==> config.mk <==
export PLATFORM = sky130hd
export DESIGN_NAME = neighbor_count_sequencer_flat
export DESIGN_NICKNAME = d
export VERILOG_FILES = /design/src/rtl/neighbor_count_sequencer_if.sv /design/src/rtl/neighbor_count_sequencer.sv /design/src/flat_wrapper.sv
export SDC_FILE = /design/constraint.sdc
export NUM_CORES = 1
export LEC_CHECK = 0
export ABC_AREA = 1
export BUFFER_PORTS_ARGS = -buffer_cell sky130_fd_sc_hd__buf_2
export CORE_ASPECT_RATIO = 0.9
export CORE_MARGIN = 5
export CORE_UTILIZATION = 40
export CTS_CLUSTER_DIAMETER = 40
export CTS_CLUSTER_SIZE = 24
export DETAILED_ROUTE_END_ITERATION = 10
export HOLD_SLACK_MARGIN = 0.12
export PLACE_DENSITY_LB_ADDON = 0.1
export RECOVER_POWER = 100
export REMOVE_ABC_BUFFERS = 1
export SYNTH_ARGS = -nofsm -noshare
export SYNTH_HDL_FRONTEND = slang
export SYNTH_SLANG_ARGS = --single-unit
==> constraint.sdc <==
create_clock -name clk -period 2.85 [get_ports clk]
set_input_delay 0.285 -clock clk [delete_from_list [all_inputs] [get_ports clk]]
set_output_delay 0.285 -clock clk [all_outputs]
set_load 0.02 [all_outputs]
==> src/rtl/neighbor_count_sequencer_if.sv <==
// -----------------------------------------------------------------------------
// neighbor_count_sequencer_if
//   Request/response bundle between the cell-update logic (master) and the
//   neighbour count sequencer (slave).
//
//   Parameters
//     N             accumulator / count width
//     NUM_NEIGHBORS number of neighbour alive bits per request
//
//   Signals (direction as seen by the slave)
//     start      in   request, accepted only while ready=1
//     neighbors  in   neighbour alive bits, sampled on the accept edge
//     cell_alive in   current cell state, sampled on the accept edge
//     ready      out  sequencer idle and able to accept
//     busy       out  accumulation in progress
//     done       out  one-cycle pulse, count/next_alive valid
//     count      out  live-neighbour total, held until the next completion
//     next_alive out  next cell state
// -----------------------------------------------------------------------------
interface neighbor_count_sequencer_if #(
    parameter int N             = 4,
    parameter int NUM_NEIGHBORS = 8
);
    logic                     start;
    logic [NUM_NEIGHBORS-1:0] neighbors;
    logic                     cell_alive;
    logic                     ready;
    logic                     busy;
    logic                     done;
    logic [N-1:0]             count;
    logic                     next_alive;

    modport master (
        output start, neighbors, cell_alive,
        input  ready, busy, done, count, next_alive
    );

    modport slave (
        input  start, neighbors, cell_alive,
        output ready, busy, done, count, next_alive
    );
endinterface

==> src/rtl/neighbor_count_sequencer.sv <==
// -----------------------------------------------------------------------------
// neighbor_count_sequencer
//   Counts the live neighbours of one Game of Life cell by pushing one
//   neighbour bit per clock through a single shared N-bit adder into an
//   accumulator. One request in flight; start/done handshake.
//
//   Build option
//     CONWAY_RULE_EN  when defined, next_alive is the Conway survival/birth
//                     result, registered together with count. When undefined,
//                     next_alive is tied low and cell_alive is ignored.
//
//   Ports
//     clk   in  system clock, rising edge
//     rst   in  asynchronous, active-high reset
//     bus   slave modport of neighbor_count_sequencer_if
//             start/neighbors/cell_alive in, ready/busy/done/count/next_alive out
//
//   Timing: accept on edge k, bits added on edges k+1..k+NUM_NEIGHBORS,
//   done high during the cycle after edge k+NUM_NEIGHBORS, back in IDLE one
//   edge later. Throughput is one request per NUM_NEIGHBORS+2 cycles.
// -----------------------------------------------------------------------------

// Plain N-bit ripple adder; the sequencer owns exactly one instance.
module adder_n #(
    parameter int N = 4
) (
    input  logic [N-1:0] a,
    input  logic [N-1:0] b,
    input  logic         c_in,
    output logic [N-1:0] sum,
    output logic         c_out
);
    assign {c_out, sum} = {1'b0, a} + {1'b0, b} + {{N{1'b0}}, c_in};
endmodule

module neighbor_count_sequencer #(
    parameter int N             = 4,
    parameter int NUM_NEIGHBORS = 8
) (
    input  logic                        clk,
    input  logic                        rst,
    neighbor_count_sequencer_if.slave   bus
);
    localparam int IDX_W = (NUM_NEIGHBORS > 1) ? $clog2(NUM_NEIGHBORS) : 1;
    localparam logic [IDX_W-1:0] LAST_IDX = IDX_W'(NUM_NEIGHBORS - 1);

    // The accumulator must hold NUM_NEIGHBORS without overflowing.
    if (NUM_NEIGHBORS < 1) begin : g_bad_num
        $error("neighbor_count_sequencer: NUM_NEIGHBORS must be >= 1");
    end
    if ((2 ** N) <= NUM_NEIGHBORS) begin : g_bad_n
        $error("neighbor_count_sequencer: 2**N must exceed NUM_NEIGHBORS");
    end

    typedef enum logic [1:0] {
        IDLE  = 2'd0,
        ACCUM = 2'd1,
        DONE  = 2'd2
    } state_e;

    state_e                   state_q, state_d;
    logic [N-1:0]             acc_q, acc_d;
    logic [IDX_W-1:0]         idx_q, idx_d;
    logic [NUM_NEIGHBORS-1:0] nbr_q, nbr_d;
    logic [N-1:0]             count_q, count_d;
    logic                     next_alive_q, next_alive_d;

    logic                     ready, busy, done;
    logic [N-1:0]             adder_b;
    logic [N-1:0]             adder_sum;
    // Carry-out cannot be 1 while 2**N > NUM_NEIGHBORS; kept only for the check.
    logic                     unused_c_out;

    // Current neighbour bit, zero-extended to adder width.
    assign adder_b = N'(nbr_q[idx_q]);

    adder_n #(.N(N)) u_adder (
        .a     (acc_q),
        .b     (adder_b),
        .c_in  (1'b0),
        .sum   (adder_sum),
        .c_out (unused_c_out)
    );

`ifdef CONWAY_RULE_EN
    logic cell_alive_q, cell_alive_d;
    logic rule_alive;

    // Birth on exactly 3, survival on 2 or 3, evaluated on the final sum.
    assign rule_alive = (adder_sum == N'(3)) | (cell_alive_q & (adder_sum == N'(2)));
`else
    logic unused_cell_alive;
    assign unused_cell_alive = bus.cell_alive;
`endif

    // NOTE: every signal written here gets a default first, so no path leaves
    // a value unassigned and no latch is inferred.
    always_comb begin
        state_d      = state_q;
        acc_d        = acc_q;
        idx_d        = idx_q;
        nbr_d        = nbr_q;
        count_d      = count_q;
        next_alive_d = next_alive_q;
`ifdef CONWAY_RULE_EN
        cell_alive_d = cell_alive_q;
`endif
        ready        = 1'b0;
        busy         = 1'b0;
        done         = 1'b0;

        case (state_q)
            IDLE: begin
                ready = 1'b1;
                if (bus.start) begin
                    nbr_d   = bus.neighbors;
                    acc_d   = '0;
                    idx_d   = '0;
`ifdef CONWAY_RULE_EN
                    cell_alive_d = bus.cell_alive;
`endif
                    state_d = ACCUM;
                end
            end

            ACCUM: begin
                busy  = 1'b1;
                acc_d = adder_sum;
                if (idx_q == LAST_IDX) begin
                    // Last bit: publish the total; idx stays put rather than wrap.
                    count_d = adder_sum;
`ifdef CONWAY_RULE_EN
                    next_alive_d = rule_alive;
`else
                    next_alive_d = 1'b0;
`endif
                    state_d = DONE;
                end else begin
                    idx_d = idx_q + IDX_W'(1);
                end
            end

            DONE: begin
                done    = 1'b1;
                state_d = IDLE;
            end

            default: begin
                state_d = IDLE;
            end
        endcase
    end

    // NOTE: sequential state uses non-blocking assignments so every flop
    // samples the pre-edge value of its _d, independent of statement order.
    always_ff @(posedge clk or posedge rst) begin
        if (rst) begin
            // NOTE: the latched neighbour bits are a handful of flops, so they
            // are reset with the rest of the state for a fully known start-up.
            state_q      <= IDLE;
            acc_q        <= '0;
            idx_q        <= '0;
            nbr_q        <= '0;
            count_q      <= '0;
            next_alive_q <= 1'b0;
        end else begin
            state_q      <= state_d;
            acc_q        <= acc_d;
            idx_q        <= idx_d;
            nbr_q        <= nbr_d;
            count_q      <= count_d;
            next_alive_q <= next_alive_d;
        end
    end

`ifdef CONWAY_RULE_EN
    always_ff @(posedge clk or posedge rst) begin
        if (rst) begin
            cell_alive_q <= 1'b0;
        end else begin
            cell_alive_q <= cell_alive_d;
        end
    end
`endif

    assign bus.ready      = ready;
    assign bus.busy       = busy;
    assign bus.done       = done;
    assign bus.count      = count_q;
    assign bus.next_alive = next_alive_q;

`ifdef SIMULATION
    always @(posedge clk) begin
        if (!rst) begin
            assert (unused_c_out == 1'b0)
                else $error("neighbor_count_sequencer: adder carry-out set");
        end
    end
`endif
endmodule
==> src/flat_wrapper.sv <==
// flat-port wrapper written by rule: the top's interface ports become plain ports
module neighbor_count_sequencer_flat 
#(
    parameter int N             = 4,
    parameter int NUM_NEIGHBORS = 8
)
  (clk, rst, bus_start, bus_neighbors, bus_cell_alive, bus_ready, bus_busy, bus_done, bus_count, bus_next_alive);
  neighbor_count_sequencer_if #(.N(N), .NUM_NEIGHBORS(NUM_NEIGHBORS)) bus_i ();
  input  logic clk;
  input  logic rst;
  input wire logic [$bits(bus_i.start)-1:0] bus_start;
  input wire logic [$bits(bus_i.neighbors)-1:0] bus_neighbors;
  input wire logic [$bits(bus_i.cell_alive)-1:0] bus_cell_alive;
  output wire logic [$bits(bus_i.ready)-1:0] bus_ready;
  output wire logic [$bits(bus_i.busy)-1:0] bus_busy;
  output wire logic [$bits(bus_i.done)-1:0] bus_done;
  output wire logic [$bits(bus_i.count)-1:0] bus_count;
  output wire logic [$bits(bus_i.next_alive)-1:0] bus_next_alive;
  assign bus_i.start = bus_start;
  assign bus_i.neighbors = bus_neighbors;
  assign bus_i.cell_alive = bus_cell_alive;
  assign bus_ready = bus_i.ready;
  assign bus_busy = bus_i.busy;
  assign bus_done = bus_i.done;
  assign bus_count = bus_i.count;
  assign bus_next_alive = bus_i.next_alive;
  neighbor_count_sequencer #(.N(N), .NUM_NEIGHBORS(NUM_NEIGHBORS)) u_core (.clk(clk), .rst(rst), .bus(bus_i));
endmodule
==> out/summary.txt <==
Antenna-violating nets left: 0
Clock period minus worst slack: 1733 ps
Post-synthesis mux area share: 0
Via count: 757
Root Buffer: clkbuf_4
Postcts setup bufs: 0
Hold Worst Slack: 114.7 ps
Clock sink count: 21
Core Area: 0.002425 mm2
Setup TNS: 0 ps
Die Span Y: 57.64 um
Pleak: 0.5972 nW
Total gr overflow: 0
CTS tree: built
Setup violations, final: 0
Worst slew pin tran: 801.8 ps
Mean Syn Cell Area: 8.546 um2
CP Launch Type: flip-flop
Outcome: completed
Starting Density: 0.4159
Post-synth ARST share: 1.000
Synth unique cells: 20
Warnings from Yosys: 0
Maximum clock rate: 0.5769 GHz
Max-Cap Viols: 0
Yosys top cell by area: dfrtp_1
Flop and latch count out of synthesis: 21
Share of layout cells above drive strength 1: 0.1029
Vias in the first global route: 723
Final period util: 0.6082
FF-to-FF Start: u_core.idx_q[0]$_DFFE_PP0P_
RSZ-0062 raised after global routing: no
Worst EP required: 3100 ps
Commonest cells in the netlist: nand2_1, dfrtp_1, inv_1, nand3_1, nor2_1
Compound-cell area share of the yosys netlist: 0.08313
Crit. Startpoint: u_core.idx_q[0]$_DFFE_PP0P_
Placement Rows: 17
DPL Wire Length: 1314 um
Synth Area in Adders: 0.04963
Kind of critical path: flip-flop to flip-flop
Diodes inserted: 0
Wirelength, routed: 1805 um
Post-synth EDFFs: 0
Slew Viols, Final: 0
Top-count cell post-synth: nand2_1
CTS buffer count: 3
CP endpoint kind: flip-flop
RePlAce Congestion: 0.7536
Hold Fails Final Rpt: 0
Clk buf depth: 2
Layout net count: 153
Worst Skew: 4.127 ps
Port bufs: 17
H-tree levels: 1
Top_reg_cell synth: dfrtp_1
Initial antenna violation count: 0
Largest family of logic cells by synthesized area: simple AND/OR/NAND/NOR gates
Fill cells: 265
Total Power: 1.178 mW
Worst min-delay path class: input pin to async pin
Pwr/cell area: 1071 mW/mm2
Total GRT Usage: 0.1029
Pin count of the biggest net entering global routing: 22
Sequential fraction of the synthesis area: 0.5211
Die ar.: 0.003627 mm2
Post-synthesis xor/xnor area fraction: 0.008685
Clk Latency, worst-skew pair: 300 ps
Crit path arrival time: 1980 ps
Starting DRT DRC Count: 25
Mapped Area: 0.001008 mm2
DR vias/cell: 4.616
Post-CTS resize count: 0
Synth Instances: 118
Clock transition at path regs: 120 ps
VDD IR max: 0.5577 mV
Die Wd: 62.93 um
Synthesis-to-layout area growth: 9.057%
Drt pass-1 iters: 4
Hold buffers post-CTS: 0
Io pins: 20
Top-area cell type share of the netlist area: 0.5211
First-pass GRT wire length: 3029 um
Drt drc: 0
Routed length per placed instance: 11.01 um
Top cells by area, synth: dfrtp_1, nand2_1, inv_1, nand3_1, ha_1
Rel. slew slack: 0.4649
Critical Path Fanout Max: 6
Simple-gate area share of the yosys netlist: 0.2333
## layout make-up
cell class                      instances  area, um2  share of cell area
Inverter                               19      71.32             0.06485
Tap cell                               28      35.03             0.03185
Multi-Input combinational cell         75      365.4              0.3322
Timing Repair Buffer                   17      76.32             0.06940
Clock buffer                            4      26.28             0.02389
Sequential cell                        21      525.5              0.4778
## worst paths after layout
kind | endpoint | slack, ps | cells past startpoint
min in group clk | u_core.nbr_q[1]$_DFFE_PP0P_ | 230 | 3
min reg2reg | u_core.bus.count[2]$_DFFE_PP0P_ | 490 | 2
min | u_core.bus.count[2]$_DFFE_PP0P_ | 110 | 2
max in group asynchronous | u_core.nbr_q[7]$_DFFE_PP0P_ | 2240 | 2
max | u_core.bus.count[2]$_DFFE_PP0P_ | 1120 | 11
max reg2reg | u_core.bus.count[2]$_DFFE_PP0P_ | 1120 | 11
## flip-flops by register name (all words and copies together) (netlist names)
register          cells
u_core.acc_q          4
u_core.state_q        2
u_core.idx_q          3
u_core.nbr_q          8
u_core.bus.count      4
## cell families after synthesis
kind of cell    count (synthesis)
compound gates                 16
flops                          21
xor+xnor                        1
other cells                     1
fa+ha+maj                       4
buf+inv                        22
simple gates                   53
## critical path, cell delays in order, from the launching register on
cell and delay [ps]:
dfrtp_1 460, inv_1 170, nand2_1 80, nand3_1 70
nand2_1 60, nand2_1 50, nand2_1 50, ha_1 210
ha_1 200, xor2_1 190, nand2_1 80, nand2_1 70
## per-stage QoR
stage / utilization / setup WS [ps] / instances / area [um2]
6_report: 0.4536 / 1117 / 164 / 1100
5_1_grt: 0.4536 / 932.2 / 164 / 1100
4_1_cts: 0.4639 / 1106 / 164 / 1125
3_5_place_dp: 0.4530 / 1138 / 160 / 1099
3_3_place_gp: 0.4530 / 1157 / 160 / 1099
2_1_floorplan: - / 1307 / 115 / 978.4
## report_power, final
group          switching, mW  leakage [nW]  internal (mW)
Clock                 0.0900        0.0150         0.0545
Sequential            0.0789         0.252          0.432
Combinational          0.343         0.331          0.179
## metal layers
| metal | vias to the layer above | GRT usage | routed length [um] |
|---|---|---|---|
| met5 | - | 0 | 0 |
| met4 | 0 | 0.01818 | 17 |
| met3 | 2 | 0.04264 | 110 |
| met2 | 14 | 0.1801 | 815 |
| met1 | 340 | 0.1197 | 862 |
| li1 | 401 | - | - |
## cells in the final DEF (no fill, tap or decap), drive strengths merged
master and instances:
buf 10, nand4 1, clkbuf 11, nand2 29
nand3 11, nor2 12, dfrtp 21, xor2 1
conb 1, inv 19, ha 4, o21ai 8
a21oi 8
Note: power is estimated with default switching activity, not from simulation.
